File: config.mk
export PLATFORM = sky130hd
export DESIGN_NAME = scpad_fe_arbiter
export DESIGN_NICKNAME = d
export VERILOG_FILES = /design/src/rtl/scpad_fe_arbiter.sv
export SDC_FILE = /design/constraint.sdc
export NUM_CORES = 1
export LEC_CHECK = 0
export ABC_AREA = 1
export ABC_CLOCK_PERIOD_IN_PS = 2200
export BUFFER_PORTS_ARGS = -buffer_cell sky130_fd_sc_hd__buf_2
export CORE_MARGIN = 2
export CORE_UTILIZATION = 30
export DETAILED_ROUTE_END_ITERATION = 10
export HOLD_SLACK_MARGIN = 0.05
export PLACE_DENSITY = 0.66
export SYNTH_ARGS = -nofsm -noshare
export SYNTH_HDL_FRONTEND = slang
export SYNTH_SLANG_ARGS = --single-unit
File: constraint.sdc
create_clock -name clk -period 2.2 [get_ports clk]
set_clock_uncertainty 0.15 [all_clocks]
set_input_delay 0.44 -clock clk [delete_from_list [all_inputs] [get_ports clk]]
set_output_delay 0.44 -clock clk [all_outputs]
set_load 0.02 [all_outputs]
File: src/rtl/scpad_fe_arbiter.sv
// scpad_fe_arbiter: round-robin arbiter sharing one scratchpad body request
// port among NUM_REQ frontends. An in-order tag FIFO routes each body
// response back to the frontend that issued the request.
// Optional build macro: SCPAD_ARB_PERF_CNT_EN adds saturating performance
// counters (grant_cnt, conflict_cnt, full_cnt).
module scpad_fe_arbiter #(
  parameter int unsigned NUM_REQ = 2,
  parameter int unsigned REQ_W   = 32,
  parameter int unsigned RES_W   = 32,
  parameter int unsigned DEPTH   = 4
) (
  input  logic                     clk,
  input  logic                     rst,
  input  logic [NUM_REQ-1:0]       vec_req_valid,
  input  logic [NUM_REQ*REQ_W-1:0] vec_req,
  output logic [NUM_REQ-1:0]       vec_stall,
  output logic [NUM_REQ-1:0]       vec_res_valid,
  output logic [RES_W-1:0]         vec_res,
  input  logic                     body_stall,
  output logic                     body_req_valid,
  output logic [REQ_W-1:0]         body_req,
  input  logic                     body_res_valid,
  input  logic [RES_W-1:0]         body_res,
  output logic                     err_orphan
`ifdef SCPAD_ARB_PERF_CNT_EN
  ,
  output logic [NUM_REQ*32-1:0]    grant_cnt,
  output logic [31:0]              conflict_cnt,
  output logic [31:0]              full_cnt
`endif
);

  localparam int unsigned IDX_W = (NUM_REQ > 1) ? $clog2(NUM_REQ) : 1;
  localparam int unsigned PTR_W = $clog2(DEPTH);
  localparam int unsigned CNT_W = PTR_W + 1;
  localparam logic [CNT_W-1:0] DEPTH_C = CNT_W'(DEPTH);

  logic [IDX_W-1:0]   rr_q, rr_d;
  logic [PTR_W-1:0]   wr_q, rd_q;
  logic [CNT_W-1:0]   count_q, count_d;
  logic [IDX_W-1:0]   tag_q [DEPTH];

  logic               body_req_valid_q;
  logic [REQ_W-1:0]   body_req_q;
  logic [NUM_REQ-1:0] vec_res_valid_q, vec_res_valid_d;
  logic [RES_W-1:0]   vec_res_q;
  logic               err_orphan_q;

  logic               can_issue;
  logic [NUM_REQ-1:0] upper_req;
  logic               found;
  logic [IDX_W-1:0]   win;
  logic               grant_any;
  logic [NUM_REQ-1:0] grant;
  logic [REQ_W-1:0]   win_req;
  logic               pop;

  // Reset also blocks issue so frontends see a full stall during reset.
  assign can_issue = !rst && !body_stall && (count_q < DEPTH_C);
  assign pop       = !rst && body_res_valid && (count_q != '0);

  // Round-robin winner: first valid at or above rr_q, else wrap to the lowest valid.
  always_comb begin
    upper_req = '0;
    found     = 1'b0;
    win       = '0;
    for (int unsigned i = 0; i < NUM_REQ; i++) begin
      upper_req[i] = vec_req_valid[i] && (IDX_W'(i) >= rr_q);
    end
    for (int unsigned i = 0; i < NUM_REQ; i++) begin
      if (!found && upper_req[i]) begin
        found = 1'b1;
        win   = IDX_W'(i);
      end
    end
    for (int unsigned i = 0; i < NUM_REQ; i++) begin
      if (!found && vec_req_valid[i]) begin
        found = 1'b1;
        win   = IDX_W'(i);
      end
    end
  end

  // Grant vector, winning payload, stalls and next round-robin pointer.
  always_comb begin
    grant_any = can_issue && found;
    grant     = '0;
    win_req   = '0;
    for (int unsigned i = 0; i < NUM_REQ; i++) begin
      if (grant_any && (win == IDX_W'(i))) begin
        grant[i] = 1'b1;
        win_req  = vec_req[i*REQ_W +: REQ_W];
      end
    end
    vec_stall = vec_req_valid & ~grant;
    rr_d      = (win == IDX_W'(NUM_REQ - 1)) ? '0 : win + 1'b1;
  end

  // Outstanding count and one-hot routing of the popped head tag.
  always_comb begin
    count_d = count_q;
    if (grant_any && !pop) begin
      count_d = count_q + 1'b1;
    end else if (!grant_any && pop) begin
      count_d = count_q - 1'b1;
    end
    vec_res_valid_d = '0;
    for (int unsigned i = 0; i < NUM_REQ; i++) begin
      vec_res_valid_d[i] = pop && (tag_q[rd_q] == IDX_W'(i));
    end
  end

  // Tag storage; contents are only meaningful below count_q, so no reset.
  always_ff @(posedge clk) begin
    if (grant_any) begin
      tag_q[wr_q] <= win;
    end
  end

  // Request register, FIFO pointers, response register and orphan flag.
  always_ff @(posedge clk) begin
    if (rst) begin
      rr_q             <= '0;
      wr_q             <= '0;
      rd_q             <= '0;
      count_q          <= '0;
      body_req_valid_q <= 1'b0;
      body_req_q       <= '0;
      vec_res_valid_q  <= '0;
      vec_res_q        <= '0;
      err_orphan_q     <= 1'b0;
    end else begin
      // A stalled body keeps the previous request presented unchanged.
      if (!body_stall) begin
        body_req_valid_q <= grant_any;
      end
      if (grant_any) begin
        body_req_q <= win_req;
        rr_q       <= rr_d;
        wr_q       <= wr_q + 1'b1;
      end
      if (pop) begin
        rd_q      <= rd_q + 1'b1;
        vec_res_q <= body_res;
      end
      count_q         <= count_d;
      vec_res_valid_q <= vec_res_valid_d;
      if (body_res_valid && (count_q == '0)) begin
        err_orphan_q <= 1'b1;
      end
    end
  end

  assign body_req_valid = body_req_valid_q;
  assign body_req       = body_req_q;
  assign vec_res_valid  = vec_res_valid_q;
  assign vec_res        = vec_res_q;
  assign err_orphan     = err_orphan_q;

`ifdef SCPAD_ARB_PERF_CNT_EN
  logic [31:0] grant_cnt_q [NUM_REQ];
  logic [31:0] conflict_cnt_q;
  logic [31:0] full_cnt_q;
  logic        multi_valid;

  // Two or more requesters valid: clearing the lowest set bit leaves something.
  assign multi_valid = |(vec_req_valid & (vec_req_valid - 1'b1));

  // Saturating performance counters.
  always_ff @(posedge clk) begin
    if (rst) begin
      for (int unsigned i = 0; i < NUM_REQ; i++) begin
        grant_cnt_q[i] <= '0;
      end
      conflict_cnt_q <= '0;
      full_cnt_q     <= '0;
    end else begin
      for (int unsigned i = 0; i < NUM_REQ; i++) begin
        if (grant[i] && (grant_cnt_q[i] != '1)) begin
          grant_cnt_q[i] <= grant_cnt_q[i] + 32'd1;
        end
      end
      if (multi_valid && can_issue && (conflict_cnt_q != '1)) begin
        conflict_cnt_q <= conflict_cnt_q + 32'd1;
      end
      if ((count_q == DEPTH_C) && (|vec_req_valid) && (full_cnt_q != '1)) begin
        full_cnt_q <= full_cnt_q + 32'd1;
      end
    end
  end

  // Flatten per-requester counters onto the output bus.
  always_comb begin
    grant_cnt = '0;
    for (int unsigned i = 0; i < NUM_REQ; i++) begin
      grant_cnt[i*32 +: 32] = grant_cnt_q[i];
    end
  end

  assign conflict_cnt = conflict_cnt_q;
  assign full_cnt     = full_cnt_q;
`endif

endmodule

=== Word-level counts from Yosys, hierarchy flattened ===
Memory sizes are Yosys's and may differ from the RTL's. A register that Yosys moved wholly into a read port is not among the register bits.
Index checks and enable logic that the tools add are counted.

* Register bits after elaboration: 76
* Bits in writable memories: 4
* Input bits: 102
* Output and inout port bits: 70
* Word-level logic and storage cells: 67
* Memories: 1

{| class="wikitable"
|+ Memory list
! name !! words !! bits a word !! rd ports !! clocked after memory_dff !! wr ports !! RTL line !! source
|-
| tag_q || 4 || 1 || 1 || 1 || 1 || 41 || <nowiki>logic [IDX_W-1:0] tag_q [DEPTH];</nowiki>
|}

* Add/subtract/negate cells: 5
* Order comparisons: 3
* Muxes and demuxes: 18
* Bitwise logic cells: 4
* Reductions and logical operators: 27

{| class="wikitable"
|+ Operator list
! cell !! count
|-
| 32-bit 2-to-1 mux || 2
|-
| 1-bit logical AND || 17
|-
| 1-bit 2-to-1 mux || 12
|-
| 1-bit zero test || 7
|-
| 3-bit 2-to-1 mux || 2
|-
| 2-bit by 1-bit adder with 2-bit output (second input constant) || 2
|-
| 2-bit 2-to-1 mux || 2
|-
| 3-bit by 1-bit adder with 3-bit output (second input constant) || 1
|-
| 3-bit zero test || 1
|-
| 3-bit less-than comparator (second input constant) || 1
|-
| 3-bit nonzero test || 1
|-
| 3-bit by 1-bit subtractor with 3-bit output (second input constant) || 1
|-
| 2-bit AND || 1
|-
| 1-bit greater-or-equal comparator (first input constant) || 2
|-
| 1-bit NOT || 2
|-
| 2-bit NOT || 1
|-
| 2-bit nonzero test || 1
|-
| 1-bit adder (second input constant) || 1
|}

=== Logic depth before layout (Yosys ltp) ===
* Depth in word-level cells: 17
* Gate-level depth with buffers: 13
* Gate-level depth less buffers: 13

=== Least setup slack after synthesis ===
Ideal clock, no wire load.

* Path kind: in2reg
* Start: in body_stall
* End: reg count_q[2]
* Setup time: 113 ps
* Data arrival time: 1875 ps
* Data required time: 1937 ps
* Slack: 62 ps
* Stages on the path: 11
* Buffers on the path: 1
* Path through: nor2_4 -> nand2_2 -> nor2_4 -> buf_2 -> ha_1 -> inv_1 -> fa_1 -> a21oi_1 -> o21ai_0 -> nor2_1 -> nor2_1

* Longest elaborated chain between the ends: 7
* Elaborated cells between the ends (all ways): 9
* Classes of those cells: 1 x mux; 8 x reduce/logical

{| class="wikitable"
|+ RTL lines
! what !! RTL line !! source
|-
| from (decl) || 19 || <nowiki>input logic body_stall,</nowiki>
|-
| 1-bit zero test * || - ||
|-
| 1-bit logical AND * (2 in a row) || 59 || <nowiki>assign can_issue = !rst && !body_stall && (count_q < DEPTH_C);</nowiki>
|-
| 1-bit logical AND * || 86 || <nowiki>grant_any = can_issue && found;</nowiki>
|-
| via grant_any || 53 || <nowiki>logic grant_any;</nowiki>
|-
| 1-bit zero test || 104 || <nowiki>end else if (!grant_any && pop) begin</nowiki>
|-
| 1-bit logical AND || 104 ||
|-
| 2-bit nonzero test (no line) || - ||
|-
| to (signal assigned) || 146 || <nowiki>count_q <= count_d;</nowiki>
|-
| to (decl) || 40 || <nowiki>logic [CNT_W-1:0] count_q, count_d;</nowiki>
|}

Mark *: on every way through the listed nets, which the timed path passes. The rest lies on a longest branch.
A chain may end at the register's enable or synchronous reset.

=== Final worst setup path ===
* Start: reg count_q[0]
* End: reg count_q[1]

* Elaborated cells between the ends (all ways): 14
* Classes of those cells: 2 x add/sub; 1 x order compare; 2 x mux; 9 x reduce/logical

{| class="wikitable"
|+ RTL lines
! what !! RTL line !! source
|-
| 3-bit less-than comparator or 3-bit nonzero test (tied branches) || 59, 60 ||
|-
| 1-bit logical AND (on tied branches) || 59, 60 ||
|-
| 1-bit logical AND or 1-bit zero test (tied branches) || 86, 102 ||
|-
| 1-bit logical AND || 102 || <nowiki>if (grant_any && !pop) begin</nowiki>
|-
| 3-bit 2-to-1 mux * || 102 ||
|-
| via count_d[1] || 40 ||
|}

Mark *: on every way through the listed nets, which the timed path passes. The rest lies on a longest branch. The select of a mux whose other input is x is not followed.

==> metrics.txt <==
# TYPE chip_impl_metric gauge
chip_impl_info{name="worst_hold_path_type",value="in2reg"} 1
chip_impl_metric{name="synth.avg_cell_area",unit="um^2"} 7.512
chip_impl_metric{name="netlist_area",unit="um^2"} 3591
chip_impl_info{name="cts_tree",value="done"} 1
chip_impl_metric{name="cts-buffers-inserted",unit=""} 9
chip_impl_metric{name="synth.yosys.warnings",unit=""} 0
chip_impl_metric{name="area_growth_syn_to_layout",unit="%"} 35.75
chip_impl_metric{name="ff2ff_setup_slack",unit="ns"} 0.17
chip_impl_metric{name="worstRegToRegCells",unit=""} 10
chip_impl_metric{name="placementRows",unit=""} 39
chip_impl_metric{name="drt_first_iter_violations",unit=""} 180
chip_impl_metric{name="power.leakage",unit="nW"} 2.559
chip_impl_metric{name="number_of_antenna_violations_at_the_first_check_in_global_routing",unit=""} 0
chip_impl_metric{name="grt_overflow",unit=""} 0
chip_impl_metric{name="worst_ep_arrival_time",unit="ns"} 2.09
chip_impl_metric{name="final_net_count",unit=""} 747
chip_impl_metric{name="detailed_place_hpwl",unit="mm"} 6.853
chip_impl_metric{name="layout_min_cycle_time",unit="ns"} 2.028
chip_impl_metric{name="synth_fp_nets",unit=""} 586
chip_impl_info{name="worstSetupEndpointType",value="flip-flop"} 1
chip_impl_metric{name="worstPathRequired",unit="ns"} 2.27
chip_impl_metric{name="power.total",unit="mW"} 4.125
chip_impl_metric{name="yosysUniqueCellTypes",unit=""} 25
chip_impl_info{name="path_class",value="reg2reg"} 1
chip_impl_metric{name="cpPeakStageDelay",unit="ns"} 0.45
chip_impl_metric{name="setup_tns",unit="ns"} 0
chip_impl_metric{name="drv_cap",unit=""} 0
chip_impl_metric{name="finalCritPeriodShare",unit=""} 0.9216
chip_impl_metric{name="synthCells",unit=""} 478
chip_impl_metric{name="grt_pass1_wl",unit="mm"} 16.04
chip_impl_info{name="timing.hold.worst.start",value="body_res[6]"} 1
chip_impl_metric{name="max_slew_margin",unit=""} 0.5582
chip_impl_metric{name="fill_cells",unit=""} 1145
chip_impl_info{name="cp_slowest_cell",value="fa_2"} 1
chip_impl_metric{name="cts.hold.buffers_added",unit=""} 0
chip_impl_metric{name="clock_tree.buffer_depth",unit=""} 2
chip_impl_metric{name="yosys_reg_bits",unit=""} 82
chip_impl_metric{name="antenna_cells_inserted",unit=""} 0
chip_impl_info{name="worst_r2r_endpoint",value="count_q[1]$_SDFFE_PP0P_"} 1
chip_impl_metric{name="critical_path_peak_fanout",unit=""} 4
chip_impl_metric{name="buffer_ports.inserted",unit=""} 171
chip_impl_info{name="crit_start_category",value="flip-flop"} 1
chip_impl_metric{name="avgRoutedWirePerCell",unit="um"} 12.49
chip_impl_metric{name="finalWirelength",unit="mm"} 9.828
chip_impl_info{name="layout.cells.most_common",value="buf_2"} 1
chip_impl_metric{name="die_span_x",unit="um"} 113.4
chip_impl_metric{name="drt-pass1-iter-count",unit=""} 4
chip_impl_metric{name="die_span_in_y",unit="um"} 113.4
chip_impl_metric{name="insertion_delay",unit="ns"} 0.33
chip_impl_metric{name="timing.hold.worst_path_depth",unit=""} 3
chip_impl_metric{name="final_layout_size_suffix_gt1_frac",unit=""} 0.3401
chip_impl_metric{name="maximum_number_of_pins_on_one_net_before_global_route_repair",unit=""} 65
chip_impl_info{name="holdPathEnd",value="vec_res[6]$_SDFFE_PP0P_"} 1
chip_impl_info{name="outcome",value="completed"} 1
chip_impl_info{name="mostFrequentLayoutCells",value="buf_2, nand2_1, nand3_1"} 1
chip_impl_info{name="clockRootBuffer",value="clkbuf_16"} 1
chip_impl_metric{name="clk_pin_slew_worst_paths",unit="ns"} 0.06
chip_impl_info{name="critical_path.cell_chain",value="inv_1 -> nand2_1 -> nand2_1 -> nor2_2 -> inv_2 -> ha_1 -> inv_1 -> fa_2 -> o21ai_0 -> a21oi_1"} 1
chip_impl_metric{name="timing.fmax",unit="MHz"} 493.2
chip_impl_metric{name="grt_pass1_vias",unit=""} 3469
chip_impl_metric{name="seq_area_frac_synth",unit=""} 0.4683
chip_impl_metric{name="antenna_left",unit=""} 0
chip_impl_metric{name="ir_drop",unit="mV"} 0.2734
chip_impl_metric{name="hold_violations",unit=""} 0
chip_impl_metric{name="start_util",unit=""} 0.3105
chip_impl_metric{name="timing_max_transition_violations_final",unit=""} 0
chip_impl_metric{name="via_total_after_detailed_routing",unit=""} 3587
chip_impl_metric{name="routabilityCongestion",unit=""} 0.8174
chip_impl_metric{name="area_of_the_die",unit="um^2"} 12860
chip_impl_metric{name="clk_sink_count",unit=""} 82
chip_impl_metric{name="setup_viol",unit=""} 0
chip_impl_metric{name="pin_count",unit=""} 172
chip_impl_metric{name="power-per-cell-area",unit="nW/um^2"} 846.3
chip_impl_metric{name="tightest_slew",unit="ns"} 0.6627
chip_impl_metric{name="htree_levels",unit=""} 3
chip_impl_metric{name="drcViolationCount",unit=""} 0
chip_impl_metric{name="groute.usage.overall",unit=""} 0.1556
chip_impl_metric{name="post_drt_via_cell_ratio",unit=""} 4.558
chip_impl_metric{name="fp.coreArea",unit="um^2"} 11560
chip_impl_info{name="worst_r2r_startpoint",value="count_q[0]$_SDFFE_PP0P_"} 1
==> per-layer routing <==
layer,up-vias,share of wire,global-route usage
li1,1848,-,-
met1,1564,0.44,0.1828
met2,167,0.46,0.2635
met3,8,0.10,0.04995
met4,0,0.0078,0.06341
met5,-,0,0
==> Yosys cell counts <==
library cell / instances / share of area
a21oi_4: 1 / 0.0045
nand3b_4: 1 / 0.0056
o21ai_4: 1 / 0.0045
inv_2: 2 / 0.0021
o21ai_0: 15 / 0.021
a21oi_1: 39 / 0.054
xor2_1: 1 / 0.0024
nand3_1: 88 / 0.12
nor2_4: 2 / 0.0063
buf_2: 21 / 0.029
buf_4: 3 / 0.0063
nand2_2: 1 / 0.0017
buf_6: 1 / 0.0031
ha_1: 5 / 0.017
clkbuf_1: 3 / 0.0031
buf_1: 2 / 0.0021
buf_8: 1 / 0.0042
fa_1: 1 / 0.0056
nor2_2: 1 / 0.0017
nand2_1: 124 / 0.13
dfxtp_1: 78 / 0.43
nor2_1: 25 / 0.026
edfxtp_1: 4 / 0.033
inv_1: 48 / 0.050
nand3_2: 10 / 0.028
==> repair_timing <==
action | CTS | global route
endpoints found under the setup margin | 0 | 2
gates resized for setup | 0 | 5
buffers inserted | 0 | 0
==> worst max-delay path by stage <==
stage	from	endpoint	slack [ns]	cells after the start
after floorplan	body_stall	count_q[2]$_SDFFE_PP0P_	0.06	11
after global placement	body_stall	body_req[30]$_SDFFE_PP0P_	0.05	10
after CTS	count_q[1]$_SDFFE_PP0P_	count_q[2]$_SDFFE_PP0P_	0.07	13
after global routing	count_q[0]$_SDFFE_PP0P_	count_q[1]$_SDFFE_PP0P_	-0.005	10
after detailed placement	body_stall	body_req[30]$_SDFFE_PP0P_	-0.01	10
final	count_q[0]$_SDFFE_PP0P_	count_q[1]$_SDFFE_PP0P_	0.17	10
==> cells by family (layout without fill, tap and decap cells) <==
| logic type | after synthesis | count (layout) | synth area share |
|---|---|---|---|
| XOR/XNOR | 1 | 1 | 0.002439 |
| adder cells (fa/ha/maj) | 6 | 6 | 0.02300 |
| flip-flops | 82 | 82 | 0.4683 |
| AO/OA/AOI/OAI | 56 | 56 | 0.08432 |
| buffers and inverters | 81 | 247 | 0.1003 |
| AND/OR/NAND/NOR | 252 | 252 | 0.3216 |
==> state kept, by name, indices dropped and copies added (netlist names), named ones only <==
name / cells
body_req_valid: 1
rr_q: 1
vec_res_valid: 2
rd_q: 2
err_orphan: 1
count_q: 3
tag_q: 4
body_req: 32
wr_q: 2
vec_res: 32
==> where the power goes <==
part | leakage [nW] | switching [mW] | total (mW) | internal (mW)
logic | 1.73 | 0.549 | 0.859 | 0.310
clock network | 0.151 | 0.609 | 1.56 | 0.952
registers | 0.673 | 0.0733 | 1.70 | 1.63
total | 2.56 | 1.23 | 4.13 | 2.89
==> critical path, delay by kind of cell, from the launching register on <==
kind	cells	cell delay (ns)
buffers and inverters	3	0.28
DFF	1	0.37
adders and majority gates	2	0.62
AOI/OAI and AO/OA	2	0.22
and+or+nand+nor	3	0.27
==> stage by stage <==
stage | cell area (um^2) | std cells | hold WS, ns | setup slack (ns) | utilization
6_report | 4875 | 787 | 0.2042 | 0.1724 | 0.4215
4_1_cts | 4867 | 787 | 0.1829 | 0.06999 | 0.4209
3_3_place_gp | 4553 | 771 | 0.2973 | 0.04550 | 0.3937
2_1_floorplan | 3591 | 478 | 0.3040 | 0.06206 | -
5_1_grt | 4875 | 787 | 0.1947 | -0.005271 | 0.4215
3_5_place_dp | 4553 | 771 | 0.3034 | -0.01482 | 0.3937
==> area by class of cell <==
cell class                 instances  area (um^2)  share of cell area
clock buffer                      11        254.0             0.05210
timing repair buffer             181        955.9              0.1961
sequential                        82         1682              0.3450
tap                              143        178.9             0.03670
clock inverter                     5        60.06             0.01232
inverter                          50        187.7             0.03850
multi-input combinational        315         1556              0.3193
No activity file was read; power rests on OpenSTA's default activity.
